===== config.mk =====
export PLATFORM = sky130hd
export DESIGN_NAME = multisim_pull_unpacker
export DESIGN_NICKNAME = d
export VERILOG_FILES = /design/src/rtl/multisim_pull_unpacker.sv
export SDC_FILE = /design/constraint.sdc
export NUM_CORES = 1
export LEC_CHECK = 0
export ABC_AREA = 1
export CORE_MARGIN = 2
export CORE_UTILIZATION = 60
export CTS_CLUSTER_DIAMETER = 200
export DETAILED_ROUTE_END_ITERATION = 10
export DONT_BUFFER_PORTS = 1
export GPL_ROUTABILITY_DRIVEN = 0
export GPL_TIMING_DRIVEN = 0
export PLACE_DENSITY_LB_ADDON = 0.1
export SLEW_MARGIN = 20
export SYNTH_ARGS = -nofsm -noshare
export SYNTH_HDL_FRONTEND = slang
export SYNTH_SLANG_ARGS = --single-unit

===== constraint.sdc =====
create_clock -name clk -period 11.4 [get_ports clk]
set_input_delay 1.71 -clock clk [delete_from_list [all_inputs] [get_ports clk]]
set_output_delay 1.71 -clock clk [all_outputs]
set_load 0.01 [all_outputs]

===== src/rtl/multisim_pull_unpacker.sv =====
// multisim_pull_unpacker
// Buffers full-width words from the multisim pull client in a small FIFO and
// serializes each word into RATIO narrow beats, least-significant slice first,
// on a valid/ready stream with a last-beat marker.
module multisim_pull_unpacker #(
  parameter int OUT_WIDTH  = 16,
  parameter int RATIO      = 4,
  parameter int FIFO_DEPTH = 4
) (
  input  logic                              clk,
  input  logic                              rst,
  input  logic                              in_vld,
  output logic                              in_rdy,
  input  logic [OUT_WIDTH*RATIO-1:0]        in_data,
  output logic                              out_vld,
  input  logic                              out_rdy,
  output logic [OUT_WIDTH-1:0]              out_data,
  output logic                              out_last,
  output logic [$clog2(FIFO_DEPTH+1)-1:0]   fifo_count,
  output logic [31:0]                       word_count
);

  localparam int IN_W  = OUT_WIDTH * RATIO;
  localparam int PTR_W = (FIFO_DEPTH > 1) ? $clog2(FIFO_DEPTH) : 1;
  localparam int CNT_W = $clog2(FIFO_DEPTH + 1);
  localparam int IDX_W = (RATIO > 1) ? $clog2(RATIO) : 1;

  localparam logic [CNT_W-1:0] DEPTH_C  = CNT_W'(FIFO_DEPTH);
  localparam logic [IDX_W-1:0] LAST_IDX = IDX_W'(RATIO - 1);

  typedef enum logic {
    IDLE  = 1'b0,
    SHIFT = 1'b1
  } state_t;

  // Storage and control state
  logic [IN_W-1:0]  r_mem [FIFO_DEPTH];
  logic [PTR_W-1:0] r_wptr;
  logic [PTR_W-1:0] r_rptr;
  logic [CNT_W-1:0] r_count;
  logic [IN_W-1:0]  r_shift;
  logic [IDX_W-1:0] r_idx;
  logic [31:0]      r_word_count;
  state_t           r_state;

  // Combinational control
  state_t w_state_nxt;
  logic   w_push;
  logic   w_pop;
  logic   w_shift;
  logic   w_word_done;
  logic   w_fire;
  logic   w_fifo_nonempty;

  // in_rdy depends only on registered occupancy (and reset), never on out_rdy,
  // so a pop in the same cycle cannot open a slot for a push.
  assign in_rdy          = !rst && (r_count != DEPTH_C);
  assign w_push          = in_vld && in_rdy;
  assign w_fifo_nonempty = (r_count != '0);

  assign out_vld    = (r_state == SHIFT);
  assign out_data   = r_shift[OUT_WIDTH-1:0];
  assign out_last   = (r_state == SHIFT) && (r_idx == LAST_IDX);
  assign fifo_count = r_count;
  assign word_count = r_word_count;

  assign w_fire = out_vld && out_rdy;

  // Next-state logic: decides when to pop the FIFO head into the shift register
  always_comb begin
    w_state_nxt = r_state;
    w_pop       = 1'b0;
    w_shift     = 1'b0;
    w_word_done = 1'b0;
    unique case (r_state)
      IDLE: begin
        if (w_fifo_nonempty) begin
          w_pop       = 1'b1;
          w_state_nxt = SHIFT;
        end
      end
      SHIFT: begin
        if (w_fire) begin
          if (r_idx == LAST_IDX) begin
            w_word_done = 1'b1;
            // Reload straight from the FIFO to keep beats back-to-back.
            if (w_fifo_nonempty) begin
              w_pop = 1'b1;
            end else begin
              w_state_nxt = IDLE;
            end
          end else begin
            w_shift = 1'b1;
          end
        end
      end
      default: w_state_nxt = IDLE;
    endcase
  end

  // State register
  always_ff @(posedge clk) begin
    if (rst) begin
      r_state <= IDLE;
    end else begin
      r_state <= w_state_nxt;
    end
  end

  // FIFO word storage; only written on an accepted push
  always_ff @(posedge clk) begin
    if (w_push) begin
      r_mem[r_wptr] <= in_data;
    end
  end

  // FIFO pointers and occupancy; pointers wrap naturally at the power-of-two depth
  always_ff @(posedge clk) begin
    if (rst) begin
      r_wptr  <= '0;
      r_rptr  <= '0;
      r_count <= '0;
    end else begin
      if (w_push) begin
        r_wptr <= r_wptr + 1'b1;
      end
      if (w_pop) begin
        r_rptr <= r_rptr + 1'b1;
      end
      unique case ({w_push, w_pop})
        2'b10:   r_count <= r_count + 1'b1;
        2'b01:   r_count <= r_count - 1'b1;
        default: r_count <= r_count;
      endcase
    end
  end

  // Shift register and beat index: load on pop, shift on a non-final accepted beat
  always_ff @(posedge clk) begin
    if (rst) begin
      r_shift <= '0;
      r_idx   <= '0;
    end else if (w_pop) begin
      r_shift <= r_mem[r_rptr];
      r_idx   <= '0;
    end else if (w_shift) begin
      r_shift <= r_shift >> OUT_WIDTH;
      r_idx   <= r_idx + 1'b1;
    end
  end

  // Completed-word counter, wraps at 32 bits
  always_ff @(posedge clk) begin
    if (rst) begin
      r_word_count <= '0;
    end else if (w_word_done) begin
      r_word_count <= r_word_count + 32'd1;
    end
  end

endmodule


**Word level (Yosys, flattened, before mapping)**

Memory sizes are Yosys's and may differ from the RTL's. A register that Yosys moved wholly into a read port is not among the register bits.
Cells that the tools add are included.
Widths: inputs -> output; s select.

- Register bits: 106
- RAM bits: 256
- Memories: 1

- $add $sub $neg: 6
- Equality and inequality tests: 4
- Muxes and demuxes: 20
- Bitwise logic cells: 1
- Reductions and logical operators: 9

Memories:

| name | words | bits a word | rd ports | clocked after Yosys merged registers in | write ports | RTL line | RTL |
|---|---|---|---|---|---|---|---|
| r_mem | 4 | 64 | 1 | 1 | 1 | 37 | `logic [IN_W-1:0] r_mem [FIFO_DEPTH];` |

Operators by type and width:

| cell | count |
|---|---|
| $mux 64 | 2 |
| $add 32x1->32 const B | 1 |
| $mux 1 | 13 |
| $add 2x1->2 const B | 3 |
| $pmux 3 s2 | 1 |
| $eq 2x2->1 const B | 2 |
| $logic_and 1x1->1 | 4 |
| $mux 2 | 2 |
| $pmux 1 s2 | 2 |
| $reduce_bool 2->1 | 2 |
| $add 3x1->3 const B | 1 |
| $ne 3x3->1 const B | 1 |
| $reduce_bool 3->1 | 1 |
| $sub 3x1->3 const B | 1 |
| $eq 2x1->1 const B | 1 |
| $reduce_or 2->1 | 1 |
| $logic_not 1->1 | 1 |
| $not 1->1 | 1 |

**Depth between registers and ports, before layout**

Gate-level depths: netlist (run 1).

- Depth after elaboration: 7
- Gate-level depth with buffers: 12
- Depth with buffers taken out: 10

**Worst setup path after synthesis (run 1)**

Ideal clock, no wire load.

- Path kind: input -> register
- Start: in rst
- End: mem r_mem[0][0] (netlist name), enable pin
- Arrival time: 4.938 ns
- Setup slack: 5.976 ns
- Stages: 3
- Cell sequence: a31oi_1 > nand2_1 > nor2_1

- Word-level cells in the longest chain between the ends: 5

RTL lines:

| element | RTL line | RTL |
|---|---|---|
| from (decl) | 11 | `input logic rst,` |
| $logic_not 1->1 | 57 | `assign in_rdy = !rst && (r_count != DEPTH_C);` |
| $logic_and 1x1->1 | 57 |  |
| $logic_and 1x1->1 | 58 | `assign w_push = in_vld && in_rdy;` |
| $mux 1 | 112 | `if (w_push) begin` |
| $mux 1 (implied by the code) | 113 | `r_mem[r_wptr] <= in_data;` |
| to (decl) | 37 |  |

No other way between the ends.

**Worst setup path in the final report (run 1)**

- Start: in rst
- End: out in_rdy

- Word-level cells in the longest chain between the ends: 2

RTL lines:

| element | RTL line | RTL |
|---|---|---|
| $logic_not 1->1 | 57 |  |
| $logic_and 1x1->1 | 57 |  |
| to (decl) | 13 | `output logic in_rdy,` |

No other way between the ends.

==> results of run 1 <==
[worst max-delay path by stage]
stage          cells past startpoint                          to  slack [ns]     from
6_report                           1                      in_rdy        7.57      rst
5_1_grt                            1                      in_rdy        7.54      rst
4_1_cts                            1                      in_rdy        7.57      rst
3_5_place_dp                      11  fifo_count[2]$_SDFFE_PP0P_        7.44  out_rdy
3_3_place_gp                       3      r_mem[3][22]$_DFFE_PP_        3.50      rst
2_1_floorplan                      3       r_mem[0][0]$_DFFE_PP_        5.98      rst
[stage by stage]
| stage | cells | utilization (%) | power [mW] |
|---|---|---|---|
| floorplan | 1442 | - | 2.29 |
| global placement | 1766 | 62.3 | 2.56 |
| detailed placement | 1776 | 63.3 | 2.58 |
| CTS | 1841 | 68.1 | 3.74 |
| global route | 1841 | 68.1 | 3.92 |
| finish | 1841 | 68.1 | 3.73 |
[routing by layer]
metal  part of all wire, %  GRT usage (%)  up-vias  wire [um]
li1                      -              -     4996          -
met1                    43           37.6     4891      14800
met2                    45           41.8      409      15500
met3                   9.4           6.96       58       3210
met4                   2.4           7.62        0        835
met5                     0              0        -          0
[synth_stat cells (2+ instances only)]
| cell | instances |
|---|---|
| edfxtp_1 | 256 |
| nand2_1 | 253 |
| nor2_1 | 250 |
| o21ai_0 | 176 |
| dfxtp_1 | 108 |
| nand3_1 | 104 |
| inv_1 | 84 |
| a21oi_1 | 46 |
| clkbuf_1 | 46 |
| o22ai_1 | 22 |
| buf_2 | 20 |
| buf_4 | 19 |
| o21ai_1 | 12 |
| ha_1 | 7 |
| nand4_1 | 7 |
| nor3_1 | 7 |
| buf_1 | 6 |
| nor2_2 | 4 |
| a211oi_1 | 3 |
| a21boi_1 | 2 |
[flip-flops by register name (all words and copies together) (netlist names), named ones only]
signal	count
r_mem	256
word_count	32
r_rptr	2
r_shift	64
out_vld	1
r_wptr	2
fifo_count	3
r_idx	2
[cell type report]
cell class              count  area share (%)
plain buffers              91            2.66
clock buffers              49            6.22
clock inverters            16           0.783
inverters                  85            1.94
multi-input cells         902            24.7
flip-flops and latches    364            59.8
well taps                 324            2.46
repair buffers             10            1.35
[layout by cell type (no fill, tap or decap), types with 12 or more instances in the layout]
master     count
clkbuf_1      55
nor2_1       246
o21ai_0      176
inv_1         84
buf_4         19
dfxtp_1      108
o22ai_1       22
edfxtp_1     256
nand3_1      104
nand2_1      253
a21oi_1       46
buf_2         20
clkbuf_16     39
o21ai_1       12
[cells by family (layout without fill, tap and decap cells)]
| group | Yosys count | count (layout) | synth area share [%] |
|---|---|---|---|
| compound gates | 263 | 263 | 9.29 |
| xor+xnor | 2 | 2 | 0.120 |
| fa+ha+maj | 8 | 8 | 0.735 |
| buf+inv | 176 | 251 | 5.17 |
| flops | 364 | 364 | 67.2 |
| simple gates | 629 | 629 | 17.4 |
[power by group through the flow]
| stage | sequential [mW] | combinational, mW | clock (mW) |
|---|---|---|---|
| final | 1.68 | 0.890 | 1.16 |
| after global routing | 1.69 | 0.994 | 1.23 |
| after CTS | 1.68 | 0.889 | 1.17 |
| after detailed placement | 1.70 | 0.879 | 0 |
| after global placement | 1.71 | 0.850 | 0 |
| after floorplan | 1.66 | 0.628 | 0 |
==> summary.md, run 1 <==
| Metric | Value |
|---|---|
| Hpwl dp | ~23 mm |
| Reg-to-reg critical path startpoint | r_idx[0]$_SDFFE_PP0P_ |
| WS Path Type | input pin to output port |
| Post_cts resized | 0 |
| Syn. warnings | 0 |
| Fill count | 1811 |
| R2r endpoint | fifo_count[2]$_SDFFE_PP0P_ |
| 1st-iter DRT viols | about 940 |
| # hold bufs at CTS | 0 |
| CP arrival | 2.12 ns |
| Fin area | 16500 um^2 |
| Clk sinks | 364 |
| Worst R2R Setup Slack | 8.28 ns |
| Actual slew at the worst max-slew pin | 0.780 ns |
| Vias per cell | 5.62 |
| Post-DRT Antenna Nets | 0 |
| Vias in the first global route | 9839 |
| Layout cell share with drive strength beyond 1 | 7.32% |
| Cell area after synthesis | 14600 um^2 |
| Final hold violations | 0 |
| Slew headroom | between 40% and 50% |
| CP endpoint kind | output port |
| Seq cells post-synth | 364 |
| Core ar. | 24200 um^2 |
| TritonCTS Buffers | 37 |
| Critical-path top delay cell | a31oi_1 |
| First drt pass iteration count | 6 |
| Final Cycle Share | between 30% and 40% |
| I/O pin total | between 100 and 150 |
| Leakage power | 6.02 nW |
| Largest net degree at the start of global routing | 25 |
| Hold_sp | r_shift[50]$_SDFFE_PP0P_ |
| Avg WL per Cell | 18.6 um |
| Most area-hungry cell type in the Yosys netlist | edfxtp_1 |
| Required @ worst endpoint | 9.69 ns |
| Initial antenna violation count | 0 |
| Cell Chain, Critical Path | a31oi_1 |
| Clock skew | 0.0147 ns |
| Multi-input logic area | 4070 um^2 |
| Syn_area_per_cell | 10.2 um^2 |
| Storage cell area | between 9000 and 10000 um^2 |
| Main synth FF type | edfxtp_1 |
| Width of the chip | 160 um |
| Root Buffer | clkbuf_16 |
| Global-route wire length before repair | about 53 mm |
| Final hold slack | ~0.47 ns |
| Post-Syn Instances | 1442 |
| Overall global routing resource usage | 26.8% |
| Maximum buffer depth of the clock tree | 3 |
| Setup crit start kind | input pin |
| Cell variety after synth | 30 |
| Min Tclk post-route | 3.83 ns |
| Status | completed |
| Fin. max-slew vios | 0 |
| Crit path buf inv count | 0 |
| Synth area leaders | edfxtp_1 (52%), dfxtp_1 (15%), nand2_1 (6.5%), nor2_1 (6.4%), o21ai_0 (6.0%) |
| H-tree levels | 2 |
| Final setup fails | 0 |
| # Post-CTS Setup Buffers | 0 |
| Port buffer count | 0 |
| Net load switching power | 1.19 mW |
| Worst hold path type | flip-flop to flip-flop |
| P_int | between 2 and 3 mW |
| Worst reg2reg path depth | 12 |
| Max frequency | 261 MHz |
| Cell family with most CP delay | compound AO/OA/AOI/OAI gates |
| Final #Nets | ~1.6k |
| Syn nets | 1518 |
| Starting density of the core | 60.6% |
| Hold Path Cell Cnt | 2 |
| Clk network pwr share | 31.1% |
| DP Worst Slack | roughly 7.4 ns |
| Die Y | between 150 and 200 um |
| Asr flop ratio synth | 0% |
| Share of Yosys cell area claimed by the top area cell type | 52.5% |
| Switching part of the total power | between 30% and 40% |
| Setup ws final | 7.57 ns |
| Sequential power share | a little under half |
| Gr ovfl total | 0 |
| Drt drc | 0 |
| Dpl cell area | 15300 um^2 |
| WHS Endpoint | r_shift[50]$_SDFFE_PP0P_ |
| Maxcap violations | 0 |
| Setup TNS | 0 ns |
| ANT cells | 0 |
| CTS tree | built |
| Die area | roughly 26000 um^2 |
| VDD IR max | around 0.00016 V |
| Max Fanout on Critical Path | 5 |
| Sequential-to-total area share from yosys stat | just under 70% |
| Final WL | 34.3 mm |
| RSZ-0062 raised after global routing | no |
| Clk_lat worst skew | 0.53 ns |
| Combinational power share | between 20% and 30% |
| Clock-pin slew on the worst setup and hold paths | 0.06 ns |
| Number of enable flip-flop cells after synthesis | between 200 and 300 |
| Power Density | 227 nW/um^2 |
| Crit-path max cell delay | 0.41 ns |
| Via Count | around 10k |
| Number of cell rows | 57 |
| Area grow syn2layout | 12.4% |
Power figures use the tool's default switching activity.
==> run 2: changes to the inputs <==
--- a/config.mk
+++ b/config.mk
@@ -7,7 +7,7 @@
 export LEC_CHECK = 0
 export ABC_AREA = 1
 export CORE_MARGIN = 2
-export CORE_UTILIZATION = 60
+export CORE_UTILIZATION = 57
 export CTS_CLUSTER_DIAMETER = 200
 export DETAILED_ROUTE_END_ITERATION = 10
 export DONT_BUFFER_PORTS = 1
==> constraint.sdc (replaced) <==
create_clock -name clk -period 3.4 [get_ports clk]
set_input_delay 0.51 -clock clk [delete_from_list [all_inputs] [get_ports clk]]
set_output_delay 0.51 -clock clk [all_outputs]
set_load 0.01 [all_outputs]
==> summary.md, run 2 (same netlist as run 1, synthesis figures left out) <==
| Metric | Value |
|---|---|
| Width of the chip | 164 um (was 160 um) |
| Vias per cell | 5.60 (was 5.62) |
| Post-Place Cells | 1783 (was 1776) |
| CP arrival | 3.43 ns (was 2.12 ns) |
| Maxcap violations | 0 (unchanged) |
| Setup crit start kind | flip-flop (was input pin) |
| Leakage power | 6.06 nW (was 6.02 nW) |
| Crit-path max cell delay | 0.50 ns (was 0.41 ns) |
| Max Fanout on Critical Path | 10 (was 5) |
| Critical-path top delay cell | a21oi_2 (was a31oi_1) |
| Final hold violations | 0 (unchanged) |
| Worst hold path type | input pin to flip-flop (was flip-flop to flip-flop) |
| Largest net degree at the start of global routing | 24 (was 25) |
| WHS Endpoint | r_mem[0][57]$_DFFE_PP_ (was r_shift[50]$_SDFFE_PP0P_) |
| CTS tree | built (unchanged) |
| Biggest register | r_mem (unchanged) |
| Gr ovfl total | 0 (unchanged) |
| Clk sinks | 364 (unchanged) |
| R2r endpoint | fifo_count[2]$_SDFFE_PP0P_ (unchanged) |
| # hold bufs at CTS | 0 (unchanged) |
| Cell family with most CP delay | compound AO/OA/AOI/OAI gates (unchanged) |
| Power Density | 767 nW/um^2 (was 227 nW/um^2) |
| ANT cells | 0 (unchanged) |
| Number of cell rows | 58 (was 57) |
| Post-DRT Antenna Nets | 0 (unchanged) |
| Hpwl dp | 23.4 mm (was 22.9 mm) |
| Dpl cell area | 15300 um^2 (about the same) |
| TritonCTS Buffers | 38 (was 37) |
| Setup ws final | 0.364 ns (was 7.57 ns) |
| Drt drc | 0 (unchanged) |
| Max FFs per register | 256 (unchanged) |
| Worst reg2reg path depth | 12 (unchanged) |
| DP Worst Slack | 0.377 ns (was 7.44 ns) |
| Final hold slack | 0.0798 ns (was 0.465 ns) |
| Final #Nets | 1569 (was 1567) |
| Most common cell after layout, fill and taps aside | edfxtp_1 (unchanged) |
| Die area | 27000 um^2 (was 25700 um^2) |
| Avg WL per Cell | 18.7 um (was 18.6 um) |
| Overall global routing resource usage | 25.8% (was 26.8%) |
| Post_cts resized | 0 (unchanged) |
| 1st-iter DRT viols | 1101 (was 943) |
| # Post-CTS Setup Buffers | 0 (unchanged) |
| Max frequency | 329 MHz |
| CP endpoint kind | flip-flop (was output port) |
| Fill count | 1966 (was 1811) |
| Reg-to-reg critical path startpoint | r_idx[0]$_SDFFE_PP0P_ (unchanged) |
| Cell Chain, Critical Path | ha_1, nand3_4, a21oi_2, buf_4, buf_4, ha_1, inv_1, fa_1, a21oi_1, o21ai_0, o21ai_0, a21oi_1 (was a31oi_1) |
| Maximum buffer depth of the clock tree | 3 (unchanged) |
| First drt pass iteration count | 6 (unchanged) |
| VDD IR max | 0.000434 V (was 0.000160 V) |
| Setup TNS | 0 ns (unchanged) |
| Storage cell area | 9850 um^2 (unchanged) |
| Port buffer count | 0 (unchanged) |
| Hold_sp | in_data[57] (was r_shift[50]$_SDFFE_PP0P_) |
| Core ar. | 25200 um^2 (was 24200 um^2) |
| Final WL | 34.6 mm (was 34.3 mm) |
| Global-route wire length before repair | 53.3 mm (about the same) |
| Root Buffer | clkbuf_16 (unchanged) |
| Clock skew | 0.0141 ns (was 0.0147 ns) |
| Clock-pin slew on the worst setup and hold paths | 0.06 ns (about the same) |
| Clk_lat worst skew | 0.52 ns (was 0.53 ns) |
| Crit path buf inv count | 3 (was 0) |
| Worst R2R Setup Slack | 0.36 ns (was 8.28 ns) |
| I/O pin total | 122 (unchanged) |
| Slew headroom | 45.7% (was 47.8%) |
| Power after layout | 12.7 mW (was 3.73 mW) |
| Hold Path Cell Cnt | 0 (was 2) |
| Fin area | 16600 um^2 (was 16500 um^2) |
| Final Non-Filler Cells | 1852 (was 1841) |
| Final Cycle Share | 89.3% |
| Layout cell share with drive strength beyond 1 | 7.56% (was 7.32%) |
| Final core utilization | 65.7% (was 68.1%) |
| Multi-input logic area | 4070 um^2 (unchanged) |
| Die Y | 164 um (was 160 um) |
| Status | completed (unchanged) |
| Initial antenna violation count | 0 (unchanged) |
| Fin. max-slew vios | 0 (unchanged) |
| RSZ-0062 raised after global routing | no (unchanged) |
| Actual slew at the worst max-slew pin | 0.813 ns (was 0.780 ns) |
| Final setup fails | 0 (unchanged) |
| Via Count | 10.4k (about the same) |
| Area grow syn2layout | 13.0% (was 12.4%) |
| Vias in the first global route | 9797 (was 9839) |
| Required @ worst endpoint | 3.80 ns (was 9.69 ns) |
| Starting density of the core | 58.2% (was 60.6%) |
| H-tree levels | 2 (unchanged) |
| Min Tclk post-route | 3.04 ns |
| WS Path Type | flip-flop to flip-flop (was input pin to output port) |
| Most frequent cells in the layout | edfxtp_1 (256), nand2_1 (253), nor2_1 (246), o21ai_0 (176), dfxtp_1 (108) (unchanged) |
run 2: cell count changes in the layout (fill, tap and decap cells not counted):
cell / delta
buf_12: +2
buf_16: -1
bufinv_16: +1
clkbuf_1: +3
clkbuf_16: +2
clkbuf_8: -1
clkinv_1: -2
clkinvlp_2: +1
run 2: worst max path at each step:
stage	startpoint	to	slack (ns)	cells after the start
floorplan	fifo_count[1]$_SDFFE_PP0P_	r_mem[0][0]$_DFFE_PP_	-0.84	4
global route	r_idx[0]$_SDFFE_PP0P_	fifo_count[2]$_SDFFE_PP0P_	0.15	12
detailed placement	r_idx[0]$_SDFFE_PP0P_	fifo_count[2]$_SDFFE_PP0P_	0.38	12
CTS	r_idx[0]$_SDFFE_PP0P_	fifo_count[2]$_SDFFE_PP0P_	0.36	12
finish	r_idx[0]$_SDFFE_PP0P_	fifo_count[2]$_SDFFE_PP0P_	0.36	12
global placement	fifo_count[1]$_SDFFE_PP0P_	r_mem[2][30]$_DFFE_PP_	-3.26	4
run 2: where the power goes:
part           leakage [nW]  switching (mW)  internal (mW)
registers              3.20           0.330           5.29
clock network         0.596            1.63           2.43
logic                  2.26            2.04          0.974
run 2: per-layer routing:
layer	vias to the layer above	track usage [%]	wire length, um
met3	45	6.49	3010
met5	-	0	0
met1	4969	36.8	15100
met4	0	6.02	549
met2	356	40.3	15900
li1	5009	-	-
run 2: cell type report:
class	instances	area share [%]
plain buffers	91	2.65
clock buffers	53	6.47
multi-input cells	902	24.6
repair buffers	11	1.42
well taps	330	2.49
inverters	85	1.93
flip-flops and latches	364	59.5
clock inverters	16	0.945
